`src/rtl/serial_word_receiver_if.sv`:
```
// Serial link bundle between a bit-strobed stream source/consumer and the word receiver.
// The master side drives the serial stream and ack; the slave (receiver) drives the word outputs.
interface serial_word_receiver_if #(
    parameter int WIDTH = 4
);
    logic             frame;
    logic             sen;
    logic             sin;
    logic             dir;
    logic             ack;
    logic [WIDTH-1:0] Q;
    logic             valid;
    logic             ovr;
    logic             ferr;
    logic             perr;

    modport master (
        output frame, sen, sin, dir, ack,
        input  Q, valid, ovr, ferr, perr
    );

    modport slave (
        input  frame, sen, sin, dir, ack,
        output Q, valid, ovr, ferr, perr
    );
endinterface

```
`src/rtl/serial_word_receiver.sv`:
```
// Framed, bit-strobed serial-in/parallel-out word receiver with valid/ack output handshake.
// Define SERIAL_RX_PARITY_EN to expect one trailing even-parity bit per frame and report perr.
module serial_word_receiver #(
    parameter int WIDTH = 4
) (
    input  logic                  clk,
    input  logic                  clr,
    serial_word_receiver_if.slave bus
);
    localparam int               CNT_W    = $clog2(WIDTH + 2);
    localparam logic [CNT_W-1:0] CNT_FULL = CNT_W'(WIDTH);

`ifdef SERIAL_RX_PARITY_EN
    typedef enum logic [1:0] {IDLE, SHIFT, PAR, WAIT} state_e;
`else
    typedef enum logic [1:0] {IDLE, SHIFT, WAIT} state_e;
`endif

    state_e           state_q;
    logic [WIDTH-1:0] shreg_q;
    logic [WIDTH-1:0] shreg_d;
    logic [WIDTH-1:0] q_q;
    logic [WIDTH-1:0] word_d;
    logic [CNT_W-1:0] cnt_q;
    logic [CNT_W-1:0] cnt_d;
    logic             dir_q;
    logic             dir_d;
    logic             valid_q;
    logic             ovr_q;
    logic             ferr_q;
    logic             deliver;
`ifdef SERIAL_RX_PARITY_EN
    logic             perr_q;
    logic             perr_d;
`endif

    always_comb begin
        // NOTE: every signal assigned here gets a value on every path, so no latch is inferred.
        dir_d   = (state_q == IDLE || cnt_q == '0) ? bus.dir : dir_q;
        shreg_d = dir_d ? {shreg_q[WIDTH-2:0], bus.sin} : {bus.sin, shreg_q[WIDTH-1:1]};
        cnt_d   = (state_q == IDLE) ? CNT_W'(1) : cnt_q + CNT_W'(1);
        deliver = 1'b0;
        word_d  = shreg_d;
`ifdef SERIAL_RX_PARITY_EN
        perr_d  = (^shreg_q) ^ bus.sin;
        if (state_q == PAR && bus.frame && bus.sen) begin
            deliver = 1'b1;
            word_d  = shreg_q;
        end
`else
        if (state_q == SHIFT && bus.frame && bus.sen && cnt_d == CNT_FULL) begin
            deliver = 1'b1;
        end
`endif
    end

    // NOTE: sequential state uses non-blocking assignments so all registers see pre-edge values.
    always_ff @(posedge clk or posedge clr) begin
        if (clr) begin
            state_q <= IDLE;
            shreg_q <= '0;
            cnt_q   <= '0;
            dir_q   <= 1'b0;
            q_q     <= '0;
            valid_q <= 1'b0;
            ovr_q   <= 1'b0;
            ferr_q  <= 1'b0;
`ifdef SERIAL_RX_PARITY_EN
            perr_q  <= 1'b0;
`endif
        end else begin
            ferr_q <= 1'b0;
            case (state_q)
                IDLE: begin
                    if (bus.frame) begin
                        state_q <= SHIFT;
                        cnt_q   <= bus.sen ? CNT_W'(1) : '0;
                        if (bus.sen) begin
                            shreg_q <= shreg_d;
                            dir_q   <= dir_d;
                        end
                    end
                end
                SHIFT: begin
                    if (!bus.frame) begin
                        state_q <= IDLE;
                        cnt_q   <= '0;
                        ferr_q  <= 1'b1;
                    end else if (bus.sen) begin
                        shreg_q <= shreg_d;
                        dir_q   <= dir_d;
                        cnt_q   <= cnt_d;
                        if (cnt_d == CNT_FULL) begin
`ifdef SERIAL_RX_PARITY_EN
                            state_q <= PAR;
`else
                            state_q <= WAIT;
`endif
                        end
                    end
                end
`ifdef SERIAL_RX_PARITY_EN
                PAR: begin
                    if (!bus.frame) begin
                        state_q <= IDLE;
                        cnt_q   <= '0;
                        ferr_q  <= 1'b1;
                    end else if (bus.sen) begin
                        state_q <= WAIT;
                    end
                end
`endif
                WAIT: begin
                    if (!bus.frame) begin
                        state_q <= IDLE;
                        cnt_q   <= '0;
                    end
                end
                default: state_q <= IDLE;
            endcase

            // A word completing while the previous one is still unconsumed is dropped.
            if (deliver) begin
                if (!valid_q || bus.ack) begin
                    q_q     <= word_d;
                    valid_q <= 1'b1;
`ifdef SERIAL_RX_PARITY_EN
                    perr_q  <= perr_d;
`endif
                end else begin
                    ovr_q <= 1'b1;
                end
            end else if (valid_q && bus.ack) begin
                valid_q <= 1'b0;
            end
        end
    end

    assign bus.Q     = q_q;
    assign bus.valid = valid_q;
    assign bus.ovr   = ovr_q;
    assign bus.ferr  = ferr_q;
`ifdef SERIAL_RX_PARITY_EN
    assign bus.perr  = perr_q;
`else
    assign bus.perr  = 1'b0;
`endif
endmodule

```
`src/flat_wrapper.sv`:
```
// flat-port wrapper written by rule: the top's interface ports become plain ports
module serial_word_receiver_flat 
#(
    parameter int WIDTH = 4
)
  (clk, clr, bus_frame, bus_sen, bus_sin, bus_dir, bus_ack, bus_Q, bus_valid, bus_ovr, bus_ferr, bus_perr);
  serial_word_receiver_if #(.WIDTH(WIDTH)) bus_i ();
  input  logic clk;
  input  logic clr;
  input wire logic [$bits(bus_i.frame)-1:0] bus_frame;
  input wire logic [$bits(bus_i.sen)-1:0] bus_sen;
  input wire logic [$bits(bus_i.sin)-1:0] bus_sin;
  input wire logic [$bits(bus_i.dir)-1:0] bus_dir;
  input wire logic [$bits(bus_i.ack)-1:0] bus_ack;
  output wire logic [$bits(bus_i.Q)-1:0] bus_Q;
  output wire logic [$bits(bus_i.valid)-1:0] bus_valid;
  output wire logic [$bits(bus_i.ovr)-1:0] bus_ovr;
  output wire logic [$bits(bus_i.ferr)-1:0] bus_ferr;
  output wire logic [$bits(bus_i.perr)-1:0] bus_perr;
  assign bus_i.frame = bus_frame;
  assign bus_i.sen = bus_sen;
  assign bus_i.sin = bus_sin;
  assign bus_i.dir = bus_dir;
  assign bus_i.ack = bus_ack;
  assign bus_Q = bus_i.Q;
  assign bus_valid = bus_i.valid;
  assign bus_ovr = bus_i.ovr;
  assign bus_ferr = bus_i.ferr;
  assign bus_perr = bus_i.perr;
  serial_word_receiver #(.WIDTH(WIDTH)) u_core (.clk(clk), .clr(clr), .bus(bus_i));
endmodule
```
`config.mk`:
```
export PLATFORM = sky130hd
export DESIGN_NAME = serial_word_receiver_flat
export DESIGN_NICKNAME = d
export VERILOG_FILES = /design/src/rtl/serial_word_receiver_if.sv /design/src/rtl/serial_word_receiver.sv /design/src/flat_wrapper.sv
export SDC_FILE = /design/constraint.sdc
export NUM_CORES = 1
export LEC_CHECK = 0
export ABC_CLOCK_PERIOD_IN_PS = 2300
export BUFFER_PORTS_ARGS = -buffer_cell sky130_fd_sc_hd__buf_2
export CORE_MARGIN = 3
export CORE_UTILIZATION = 42
export CTS_CLUSTER_DIAMETER = 120
export DETAILED_ROUTE_END_ITERATION = 16
export PLACE_DENSITY_LB_ADDON = 0.2
export REMOVE_ABC_BUFFERS = 1
export SYNTH_ARGS = -nofsm -noshare
export SYNTH_HDL_FRONTEND = slang
export SYNTH_SLANG_ARGS = --single-unit
```
`constraint.sdc`:
```
create_clock -name clk -period 2.3 [get_ports clk]
set_clock_uncertainty 0.1 [all_clocks]
set_input_delay 0.115 -clock clk [delete_from_list [all_inputs] [get_ports clk]]
set_output_delay 0.115 -clock clk [all_outputs]
set_load 0.02 [all_outputs]
```
==> Word level (Yosys, flattened, before mapping) <==
Cells that the tools add are included.
{ "word_totals": {"register_bits": 17, "input_bits": 7, "elab_cells": 57} }
{ "op_classes": {"addsub": 1, "eq_ne": 8, "n_mux": 21, "n_bitwise": 1, "n_reduce_logical": 18} }
{ "op_table": {"columns": ["operator", "n"], "rows": [
  ["2-to-1 mux 3 bit", 5],
  ["2-to-1 mux 2 bit", 5],
  ["case mux 3 bit (3 select lines)", 1],
  ["2-to-1 mux 1 bit", 8],
  ["AND reduction 4 bit", 2],
  ["inequality test 2 bit, second input constant", 3],
  ["inequality test 3 bit, second input constant", 2],
  ["case mux 2 bit (3 select lines)", 1],
  ["AND reduction 2 bit", 3],
  ["logical AND 1 bit", 4],
  ["2-to-1 mux 4 bit", 1],
  ["adder 3 x 1 -> 3 bit, second input constant", 1],
  ["equality test 3 bit, second input constant", 1],
  ["logical NOT 3 bit", 1],
  ["AND reduction 3 bit", 1],
  ["nonzero test 3 bit", 1],
  ["equality test 2 x 1 -> 1 bit, second input constant", 1],
  ["equality test 2 bit, second input constant", 1],
  ["logical NOT 2 bit", 1],
  ["logical OR 1 bit", 2],
  ["nonzero test 2 bit", 1],
  ["OR reduction 2 bit", 1],
  ["logical NOT 1 bit", 1],
  ["NOT 1 bit", 1]
]} }

==> Depth between registers and ports, before layout <==
{ "logic_depth": {"word_depth": 7, "mapped_depth": 6, "ltp_nobuf": 6} }

==> Worst setup path before layout <==
No wires, ideal clock.
{ "synth_path": {"path_type": "register -> register", "startpoint": "reg u_core.state_q[0]", "endpoint": "reg u_core.q_q[0], in the netlist u_core.bus.Q[0]", "setup_time_ns": 0.125, "t_arrival_ns": 1.649, "t_required_ns": 2.075, "slack_ns": 0.426, "stages_incl_launch_ff": 7, "path_buffers": 0, "synth_period_minus_slack_ns": 1.874, "cell_sequence": "dfrtp_1 > inv_1 > ha_1 > nand2b_4 > nor4_4 > nand4_4 > mux2_4"} }
{ "synth_via": {"elab_chain_len": 6, "word_cells_on_any_way": 12, "classes_between": "2 x eq/ne; 4 x mux; 6 x reduce/logical"} }
{ "synth_rtl": {"columns": ["item", "line", "rtl"], "rows": [
  ["start: declaration", "serial_word_receiver.sv:19", "state_e state_q;"],
  ["start signal: assignment", "serial_word_receiver.sv:60", "state_q <= IDLE;"],
  ["start signal: assignment", "serial_word_receiver.sv:76", "state_q <= SHIFT;"],
  ["start signal: assignment", "serial_word_receiver.sv:86", "state_q <= IDLE;"],
  ["logical NOT 2 bit / equality test 2 x 1 -> 1 bit (equally long branches)", "serial_word_receiver.sv:39, serial_word_receiver.sv:41, serial_word_receiver.sv:51", null],
  ["2-to-1 mux 3 bit / logical AND 1 bit (equally long branches)", "serial_word_receiver.sv:41, serial_word_receiver.sv:51", null],
  ["equality test 3 bit / logical AND 1 bit (equally long branches)", "serial_word_receiver.sv:51", "if (state_q == SHIFT && bus.frame && bus.sen && cnt_d == CNT_FULL) begin"],
  ["logical AND 1 bit", "serial_word_receiver.sv:51", null],
  ["2-to-1 mux 1 bit", "serial_word_receiver.sv:51", null],
  ["AND reduction 2 bit (no line)", null, null],
  ["end signal: assignment", "serial_word_receiver.sv:125", "q_q <= word_d;"],
  ["end: declaration", "serial_word_receiver.sv:22", "logic [WIDTH-1:0] q_q;"]
]} }
Parallel ways exist; a longest one is shown, timed or not.
A chain may end at the register's enable or synchronous reset.

==> Final worst setup path <==
Same ends and word-level chain as after synthesis.

==> results.json <==
{
  "outcome": "finished clean",
  "die_h_um": 55.5,
  "cellLeakagePower_nw": 0.602,
  "ir_drop_v": 0.000601,
  "crit_fanout": 7,
  "rr_worst_depth": 6,
  "num_antenna_cells": 0,
  "gr-total-overflow": 0,
  "synth_top_family_by_area": "multiplexers",
  "die_area_um2": 3090,
  "fillers": 214,
  "synth-compound-area-share_pct": 7.77,
  "synth-xor-area-share_pct": 0.850,
  "drive_above_1_share_pct": 27.0,
  "tns_ns": 0,
  "min_path_cells": 2,
  "hold_start": "bus_frame",
  "powerDensity_nw_per_um2": 890,
  "clock_sinks": 17,
  "hold_end": "u_core.bus.ferr$_DFF_PP0_",
  "hold_viol": 0,
  "final_common_cell": "dfrtp_1",
  "grt_antenna_before_repair": 0,
  "grt_pass1_wl_um": 3090,
  "crit_path_end_kind": "flop",
  "area_growth_pct": 12.9,
  "clock_path_buffers": 2,
  "path_class": "flop to flop",
  "hpwl_um": 1390,
  "hold_buffers": 1,
  "postRouteAntennaNets": 0,
  "nNetsFinal": 126,
  "num_vias": 705,
  "htreeDepth": 1,
  "power.total_mw": 1.04,
  "drv_cap": 0,
  "slew-limit-headroom_pct": 56.6,
  "critPathRequiredTime_ns": 2.39,
  "avgSynthCellArea_um2": 10.9,
  "ys_ff_latch": 17,
  "grt_max_degree": 18,
  "reg2reg_slack_ns": 0.27,
  "grt_pass1_vias": 720,
  "r2r_start": "u_core.state_q[0]$_DFFE_PP0P_",
  "rows": 17,
  "synth_area_um2": 1030,
  "min_period_ns": 2.03,
  "clockRootBuffer": "clkbuf_4",
  "track_usage_pct": 12.6,
  "ctsResizeCount": 0,
  "first_pass_iters": 3,
  "synth_cell_types": 28,
  "yosys.area_share.adder_pct": 8.50,
  "wl_per_cell_um": 12.9,
  "drt_iter0_markers": 3,
  "rr_endpoint": "u_core.bus.Q[0]$_DFFE_PP0P_",
  "worst_pin_slew_ns": 0.650,
  "postCtsSetupRepairBufs": 0,
  "via_per_inst": 5.07,
  "cts_buffers": 3,
  "cts_tree": "yes",
  "muxShareOfSynthArea_pct": 22.7,
  "port_buffers": 13,
  "ys_warn_count": 0,
  "setup_viol_count_final": 0,
  "rsz0062_at_grt": "false",
  "drc_errors": 0,
  "synth-simple-area-share_pct": 12.6,
  "cp.arrival_ns": 2.12,
  "clock_latency_ns": 0.29,
  "synth_seq_area_share_pct": 41.3,
  "holdCritPathClass": "primary input to flop",
  "path_clk_slew_ns": 0.10,
  "slew_viol_final": 0,
  "coreArea_um2": 2280,
  "routabilityCongestion": 0.801,
  "fmax_ghz": 0.493,
  "netlist_instances": 95,
  "start_util_pct": 45.3,
  "start_kind": "flop",
  "wl_um": 1800,
  "layout_common_cells": "17 x dfrtp_1, 14 x mux2i_1, 13 x buf_2, 11 x inv_1",
  "fp.dieW_um": 55.5,
  "ios": 15,
  "period_share_pct": 88.2
}
[registers in the layout (all words and copies together), names as in the netlist]
name and count:
u_core.dir_q 1, u_core.state_q 2, u_core.shreg_q 4, u_core.cnt_q 3
u_core.bus.Q 4, u_core.bus.valid 1, u_core.bus.ovr 1, u_core.bus.ferr 1
[synthesized netlist by cell type]
cell	n	area [um^2]
conb_1	1	3.75
nand4_1	1	6.26
o211ai_1	1	7.51
xnor2_1	1	8.76
nand2b_4	1	13.8
a21oi_1	3	15.0
nor3_1	1	5.00
nand4_4	1	21.3
mux2_2	7	78.8
nor4_4	1	21.3
ha_1	7	87.6
inv_1	11	41.3
a41o_1	1	10.0
buf_4	1	7.51
o31a_1	1	8.76
clkbuf_1	2	7.51
nand2_1	5	18.8
nor2b_1	1	6.26
a31oi_1	1	6.26
nand2b_1	2	12.5
o21bai_1	1	7.51
mux2i_1	14	140
o21ai_0	5	25.0
buf_2	1	5.00
mux2_4	1	15.0
dfrtp_1	17	425
nor2_1	4	15.0
nand3_1	2	10.0
[metal layers]
| layer | track usage [%] | share of wire (%) |
|---|---|---|
| met1 | 16.1 | 45 |
| met2 | 20.1 | 49 |
| met3 | 2.57 | 3.6 |
| met4 | 6.25 | 2.2 |
| met5 | 0 | 0 |
[metrics by stage]
stage | cell area, um^2 | hold slack, ns | util, % | cells | setup WS, ns
CTS | 1160 | 0.0186 | 51.1 | 139 | 0.266
global route | 1160 | 0.0247 | 51.1 | 139 | 0.184
global placement | 1130 | 0.126 | 49.5 | 134 | 0.312
finish | 1160 | 0.0250 | 51.1 | 139 | 0.271
detailed placement | 1130 | 0.141 | 49.5 | 134 | 0.282
floorplan | 1010 | -0.0589 | - | 91 | 0.426
[cells by family (layout without fill, tap and decap cells)]
kind of cell | count (synthesis) | in the layout
xor gates and xnor gates | 1 | 1
and+or+nand+nor | 19 | 19
AOI/OAI and AO/OA | 13 | 13
buffers and inverters | 15 | 31
muxes | 22 | 22
DFF | 17 | 17
adders and majority gates | 7 | 7
other | 1 | 1
[critical path: stages (launching register included)]
cell and delay (ns):
dfrtp_1 0.40, inv_1 0.09, ha_1 0.29, nand2b_4 0.19
nor4_4 0.35, nand4_4 0.19, mux2_4 0.32
[report_power, final]
| group | leakage [nW] | internal (mW) | switching, mW |
|---|---|---|---|
| sequential | 0.210 | 0.365 | 0.0710 |
| clock | 0.0177 | 0.0647 | 0.0950 |
| combinational | 0.374 | 0.215 | 0.225 |
[how the worst max path moves through the flow]
stage | startpoint | endpoint | slack (ns) | depth (start not counted)
after floorplan | u_core.state_q[0]$_DFFE_PP0P_ | u_core.bus.Q[0]$_DFFE_PP0P_ | 0.43 | 6
final | u_core.state_q[0]$_DFFE_PP0P_ | u_core.bus.Q[0]$_DFFE_PP0P_ | 0.27 | 6
after CTS | u_core.state_q[0]$_DFFE_PP0P_ | u_core.bus.Q[0]$_DFFE_PP0P_ | 0.27 | 6
after global routing | u_core.state_q[0]$_DFFE_PP0P_ | u_core.bus.Q[0]$_DFFE_PP0P_ | 0.18 | 6
after global placement | u_core.state_q[0]$_DFFE_PP0P_ | u_core.bus.Q[0]$_DFFE_PP0P_ | 0.31 | 6
after detailed placement | u_core.state_q[0]$_DFFE_PP0P_ | u_core.bus.Q[0]$_DFFE_PP0P_ | 0.28 | 6
[cell type report]
| class | instances | area, um^2 | area share (%) |
|---|---|---|---|
| Timing Repair Buffer | 16 | 90.1 | 7.74 |
| Tap cell | 28 | 35.0 | 3.01 |
| Sequential cell | 17 | 425 | 36.6 |
| Clock inverter | 1 | 5.00 | 0.430 |
| Multi-Input combinational cell | 63 | 544 | 46.8 |
| Inverter | 11 | 41.3 | 3.55 |
| Clock buffer | 3 | 22.5 | 1.94 |
No activity file was read; power rests on OpenSTA's default activity.
